File: config.mk
export PLATFORM = sky130hd
export DESIGN_NAME = light_display_driver
export DESIGN_NICKNAME = d
export VERILOG_FILES = /design/src/rtl/light_display_driver.sv
export SDC_FILE = /design/constraint.sdc
export NUM_CORES = 1
export LEC_CHECK = 0
export ABC_CLOCK_PERIOD_IN_PS = 2800
export CORE_MARGIN = 2
export CORE_UTILIZATION = 56
export CTS_BUF_LIST = sky130_fd_sc_hd__clkbuf_2
export CTS_CLUSTER_SIZE = 40
export DETAILED_ROUTE_END_ITERATION = 7
export PLACE_DENSITY = 0.85
export SKIP_CTS_REPAIR_TIMING = 1
export SYNTH_ARGS = -nofsm -noshare
export SYNTH_HDL_FRONTEND = slang
export SYNTH_SLANG_ARGS = --single-unit
File: constraint.sdc
create_clock -name Clk -period 2.8 [get_ports Clk]
set_clock_uncertainty 0.1 [all_clocks]
set_input_delay 0.28 -clock Clk [delete_from_list [all_inputs] [get_ports Clk]]
set_output_delay 0.28 -clock Clk [all_outputs]
set_load 0.01 [all_outputs]
File: src/rtl/light_display_driver.sv
// Traffic-light output stage: latches light codes and BCD countdown digits, drives lamps and a 4-digit multiplexed 7-seg display.
// Optional build macro LIGHT_DISP_LZB_EN enables leading-zero blanking of the A_H/B_H digits.
module light_display_driver #(
  parameter int SCAN_DIV  = 50000,
  parameter int BLINK_DIV = 25
) (
  input  logic       Clk,
  input  logic       Rst_n,
  input  logic       Load,
  input  logic [1:0] A_Light,
  input  logic [1:0] B_Light,
  input  logic [3:0] A_Time_H,
  input  logic [3:0] A_Time_L,
  input  logic [3:0] B_Time_H,
  input  logic [3:0] B_Time_L,
  output logic       Load_Ack,
  output logic [2:0] A_Lamp,
  output logic [2:0] B_Lamp,
  output logic [6:0] Seg,
  output logic [3:0] Dig_En,
  output logic       Bcd_Err
);

  localparam int PSC_W = (SCAN_DIV > 2) ? $clog2(SCAN_DIV) : 1;
  localparam int FRM_W = (BLINK_DIV > 2) ? $clog2(BLINK_DIV) : 1;
  localparam logic [PSC_W-1:0] PSC_LAST = PSC_W'(SCAN_DIV - 1);
  localparam logic [FRM_W-1:0] FRM_LAST = FRM_W'(BLINK_DIV - 1);

  localparam logic [1:0] LIGHT_RED    = 2'b00;
  localparam logic [1:0] LIGHT_GREEN  = 2'b01;
  localparam logic [1:0] LIGHT_YELLOW = 2'b10;
  localparam logic [1:0] LIGHT_WINK   = 2'b11;

  function automatic logic [6:0] seg7_enc(input logic [3:0] d);
    case (d)
      4'd0:    seg7_enc = 7'b0000001;
      4'd1:    seg7_enc = 7'b1001111;
      4'd2:    seg7_enc = 7'b0010010;
      4'd3:    seg7_enc = 7'b0000110;
      4'd4:    seg7_enc = 7'b1001100;
      4'd5:    seg7_enc = 7'b0100100;
      4'd6:    seg7_enc = 7'b0100000;
      4'd7:    seg7_enc = 7'b0001111;
      4'd8:    seg7_enc = 7'b0000000;
      4'd9:    seg7_enc = 7'b0000100;
      default: seg7_enc = 7'b1111111;
    endcase
  endfunction

  function automatic logic [2:0] lamp_dec(input logic [1:0] code, input logic phase);
    case (code)
      LIGHT_RED:    lamp_dec = 3'b100;
      LIGHT_GREEN:  lamp_dec = 3'b001;
      LIGHT_YELLOW: lamp_dec = 3'b010;
      default:      lamp_dec = {1'b0, phase, 1'b0};
    endcase
  endfunction

  logic [1:0]       a_light_q, a_light_d, b_light_q, b_light_d;
  logic [3:0]       a_h_q, a_h_d, a_l_q, a_l_d, b_h_q, b_h_d, b_l_q, b_l_d;
  logic             load_ack_q, load_ack_d;
  logic             bcd_err_q, bcd_err_d;
  logic [PSC_W-1:0] psc_q, psc_d;
  logic [1:0]       slot_q, slot_d;
  logic [FRM_W-1:0] frame_q, frame_d;
  logic             blink_q, blink_d;
  logic [6:0]       seg_q, seg_d;
  logic [3:0]       dig_en_q, dig_en_d;

  logic             psc_wrap;
  logic [3:0]       sel_digit;
  logic             sel_wink;
  logic             zero_blank;

  always_comb begin
    a_light_d  = a_light_q;
    b_light_d  = b_light_q;
    a_h_d      = a_h_q;
    a_l_d      = a_l_q;
    b_h_d      = b_h_q;
    b_l_d      = b_l_q;
    if (Load) begin
      a_light_d = A_Light;
      b_light_d = B_Light;
      a_h_d     = A_Time_H;
      a_l_d     = A_Time_L;
      b_h_d     = B_Time_H;
      b_l_d     = B_Time_L;
    end
    load_ack_d = Load;
    bcd_err_d  = bcd_err_q | (Load & ((A_Time_H > 4'd9) | (A_Time_L > 4'd9) |
                                      (B_Time_H > 4'd9) | (B_Time_L > 4'd9)));

    // Scan timebase: slot walks 3,2,1,0 and each completed frame advances the blink divider.
    psc_wrap = (psc_q == PSC_LAST);
    psc_d    = psc_wrap ? '0 : psc_q + 1'b1;
    slot_d   = psc_wrap ? slot_q - 2'd1 : slot_q;
    frame_d  = frame_q;
    blink_d  = blink_q;
    if (psc_wrap && (slot_q == 2'd0)) begin
      if (frame_q == FRM_LAST) begin
        frame_d = '0;
        blink_d = ~blink_q;
      end else begin
        frame_d = frame_q + 1'b1;
      end
    end

    case (slot_q)
      2'd3:    sel_digit = a_h_q;
      2'd2:    sel_digit = a_l_q;
      2'd1:    sel_digit = b_h_q;
      default: sel_digit = b_l_q;
    endcase
    sel_wink = slot_q[1] ? (a_light_q == LIGHT_WINK) : (b_light_q == LIGHT_WINK);
`ifdef LIGHT_DISP_LZB_EN
    zero_blank = slot_q[0] && (sel_digit == 4'd0);
`else
    zero_blank = 1'b0;
`endif

    // Segment data is refreshed only in the dark cycle at slot start, so it never changes while a digit is lit.
    seg_d = seg_q;
    if (psc_q == '0) begin
      seg_d = (sel_wink || zero_blank) ? 7'h7F : seg7_enc(sel_digit);
    end
    dig_en_d = (psc_q == '0) ? 4'hF : ~(4'b0001 << slot_q);
  end

  always_ff @(posedge Clk or negedge Rst_n) begin
    if (!Rst_n) begin
      a_light_q  <= LIGHT_RED;
      b_light_q  <= LIGHT_RED;
      a_h_q      <= '0;
      a_l_q      <= '0;
      b_h_q      <= '0;
      b_l_q      <= '0;
      load_ack_q <= 1'b0;
      bcd_err_q  <= 1'b0;
      psc_q      <= '0;
      slot_q     <= 2'd3;
      frame_q    <= '0;
      blink_q    <= 1'b1;
      seg_q      <= 7'h7F;
      dig_en_q   <= 4'hF;
    end else begin
      a_light_q  <= a_light_d;
      b_light_q  <= b_light_d;
      a_h_q      <= a_h_d;
      a_l_q      <= a_l_d;
      b_h_q      <= b_h_d;
      b_l_q      <= b_l_d;
      load_ack_q <= load_ack_d;
      bcd_err_q  <= bcd_err_d;
      psc_q      <= psc_d;
      slot_q     <= slot_d;
      frame_q    <= frame_d;
      blink_q    <= blink_d;
      seg_q      <= seg_d;
      dig_en_q   <= dig_en_d;
    end
  end

  // Lamps decode straight from the shadow so a capture is visible on the same edge.
  assign A_Lamp   = lamp_dec(a_light_q, blink_q);
  assign B_Lamp   = lamp_dec(b_light_q, blink_q);
  assign Load_Ack = load_ack_q;
  assign Bcd_Err  = bcd_err_q;
  assign Seg      = seg_q;
  assign Dig_En   = dig_en_q;

endmodule

==> flow_summary.toml <==
[status]
outcome = "complete, no violations"

[route]
detail_route.iter0.violations = 131
wirelength_um = 5290
via_per_inst = 5.51
residual_drc = 0
route.detailed.wl_per_inst_um = 14.6
drt-pass1-iter-count = 6
vias = 1996
postRouteAntennaNets = 0

[placed_design]
place.detailed.hpwl_um = 3920
finalWeightedCongestion = 0.808
port_buffers = 41

[timing]
final.setup.tns_ns = 0
setup-violations-final = 0
grt_setup_unrepaired = "no"
timing.final.crit_period_ns = 2.62
fmaxAchievable_mhz = 382
max_slew.worst_pin.slew_ns = 0.864
min_period_over_period = 0.935
maxSlewHeadroom = 0.422
fin_hold_viols = 0
final_max_slew_viol_count = 0

[critical_path]
r2r_start = "slot_q[1]"
max_stage_delay_ns = 0.59
crit_path_start_kind = "flip-flop"
cpMaxStageDelayCell = "dfstp_2"
ff2ff_setup_slack_ns = 0.18
critPathArrivalTime_ns = 2.92
worst_ep_required_time_ns = 3.11
cpLargestDelayFamily = "compound AO/OA/AOI/OAI gates"
timing.critical_path.mode_cell = "ha_1"
crit_end_element = "flip-flop"
worst_r2r_path_depth = 7
worstPathCellList = "inv_1 > ha_1 > a222oi_1 > mux2i_1 > ha_1 > mux2_2 > a221o_1"
timing.setup.critical_path_class = "reg -> reg"
critical_path.n_buffers_inverters = 1
critical_path_peak_fanout = 6
worst_reg2reg_path_endpoint = "Seg[3]"

[cells_and_area]
num_antenna_cells = 0
area_delta_synth_final_pct = 20.3
finish.utilization = 0.706
fillCellCount = 350
drive_gt1_frac = 0.210
finish.net_count = 328

[cts]
clock_sink_count = 57
cts_tree = "yes"
cts.root.buffer_cell = "clkbuf_2"
htree_num_levels = 3
cts.clk_slew.worst_paths_ns = 0.16
clk_latency_worst_skew_pair_ns = 0.47
cts_inserted_buffers = 9
ctsLongestPathBuffers = 2

[pwr]
cellLeakagePower_nw = 1.48
clockPowerShare = 0.273
pwr-share-seq = 0.594
intPower_w = 0.00111
switching_share = 0.264
combinationalPowerShare = 0.133
power.ir.vdd_worst_v = 0.000257
power.net_switching_w = 0.000399
total_power_per_unit_cell_area_nw_per_um2 = 447

[yosys]
yosys_register_bits = 57
synth_area_leaders = "dfrtp_1 38%, dfstp_2 13%, mux2_2 8.4%"
count_of_flip_flops_with_a_built_in_enable_after_synthesis = 0
synth.yosys.warnings = 0
ys_dominant_reg_cell = "dfrtp_1"
synth_top_cell_by_area = "dfrtp_1"
syn-instance-count = 242
synth.yosys.seq_area_share = 0.514
synth.top_cells.by_count = "43 x dfrtp_1, 21 x mux2_2"
most_repeated_cell_in_the_gate_level_netlist_after_synthesis = "dfrtp_1"
postSynth.asyncResetShare = 1.00
synth_fp_nets = 279
post_synth_num_cell_types = 49
mappedNetlistArea_um2 = 2810
synth_top_area_frac = 0.383
synthesis.area_per_instance_um2 = 11.6

[global_route]
overflow = 0
antenna_found_initial = 0
largest_net_degree_at_the_start_of_global_routing = 31
vias_in_the_first_global_route = 1921
grt_util_overall = 0.218
global_route_wire_length_before_repair_um = 9000

[floorplanning]
floorplan.core_area_um2 = 4790
die_w_um = 74.8
boundaryPins = 42
dieArea_um2 = 5590
y_dimension_of_the_die_um = 74.8
std_cell_rows = 25
start_util = 0.586

[flow_run]
cap_viol_max_count = 0

[min_path]
hold_path.class = "in -> async"
## worst max-delay path by stage
stage / startpoint / endpoint / slack (ns) / cells past startpoint
6_report: slot_q[1] / Seg[3] / 0.18 / 7
5_1_grt: slot_q[1] / Seg[6] / 0.06 / 9
4_1_cts: slot_q[1] / Seg[6] / 0.11 / 9
3_5_place_dp: slot_q[1] / Seg[3] / 0.15 / 9
3_3_place_gp: slot_q[1] / Seg[3] / 0.23 / 9
2_1_floorplan: slot_q[1] / Seg[3] / 0.36 / 9
## metrics by stage
stage               power [W]  instance area (µm²)  hold slack (ns)  setup slack, ns  std cells
global route          0.00157                 3380            0.276           0.0605        362
finish                0.00151                 3380            0.249            0.183        362
floorplan            0.000999                 2810           -0.116            0.356        242
global placement      0.00111                 3290            0.258            0.232        346
CTS                   0.00151                 3360           -0.287            0.113        361
detailed placement    0.00111                 3290            0.257            0.145        346
## cell usage in the layout (no fill, tap or decap), types with 5 or more instances in the layout
| cell | instances |
|---|---|
| xnor2_1 | 5 |
| clkbuf_2 | 13 |
| ha_1 | 14 |
| inv_1 | 14 |
| o21ai_0 | 9 |
| nand3_1 | 8 |
| clkdlybuf4s50_1 | 40 |
| dfstp_2 | 14 |
| mux2_2 | 21 |
| dfrtp_1 | 43 |
| nor2b_1 | 5 |
| nand2_1 | 14 |
| nor3_1 | 6 |
| a21oi_1 | 5 |
| nor2_1 | 14 |
| xor2_1 | 11 |
## registers in the layout (all words and copies together), names as in the netlist
signal / cells
Dig_En: 4
blink_q: 1
Load_Ack: 1
a_h_q: 4
slot_q: 2
frame_q: 5
psc_q: 16
a_light_q: 2
a_l_q: 4
b_l_q: 4
Bcd_Err: 1
b_h_q: 4
Seg: 7
b_light_q: 2
## power groups by stage
| stage | clock network, W | registers, W | logic [W] |
|---|---|---|---|
| after floorplan | 0 | 0.000909 | 0.0000895 |
| after global placement | 0 | 0.000913 | 0.000198 |
| after detailed placement | 0 | 0.000913 | 0.000201 |
| after CTS | 0.000415 | 0.000898 | 0.000202 |
| after global routing | 0.000445 | 0.000903 | 0.000221 |
| final | 0.000412 | 0.000897 | 0.000201 |
## final cells by class
class / instances / area (µm²) / area share
clock inverters: 2 / 8.76 / 0.00259
inverters: 15 / 56.3 / 0.0167
multi-input cells: 164 / 1280 / 0.378
flip-flops and latches: 57 / 1440 / 0.428
repair buffers: 44 / 443 / 0.131
clock buffers: 13 / 65.1 / 0.0193
well taps: 67 / 83.8 / 0.0248
## cell families after synthesis
group | after synthesis | share of synthesized area
and+or+nand+nor | 69 | 0.142
xor gates and xnor gates | 16 | 0.0499
buffers and inverters | 21 | 0.0321
adders and majority gates | 14 | 0.0624
AOI/OAI and AO/OA | 40 | 0.101
muxes | 25 | 0.0985
DFF | 57 | 0.514
## routing by layer
metal / wire, µm / GRT usage / up-vias
li1: - / - / 962
met5: 0 / 0 / -
met1: 2400 / 0.285 / 966
met2: 2580 / 0.350 / 55
met4: 117 / 0.113 / 0
met3: 188 / 0.0402 / 13
No activity file was read; power rests on OpenSTA's default activity.
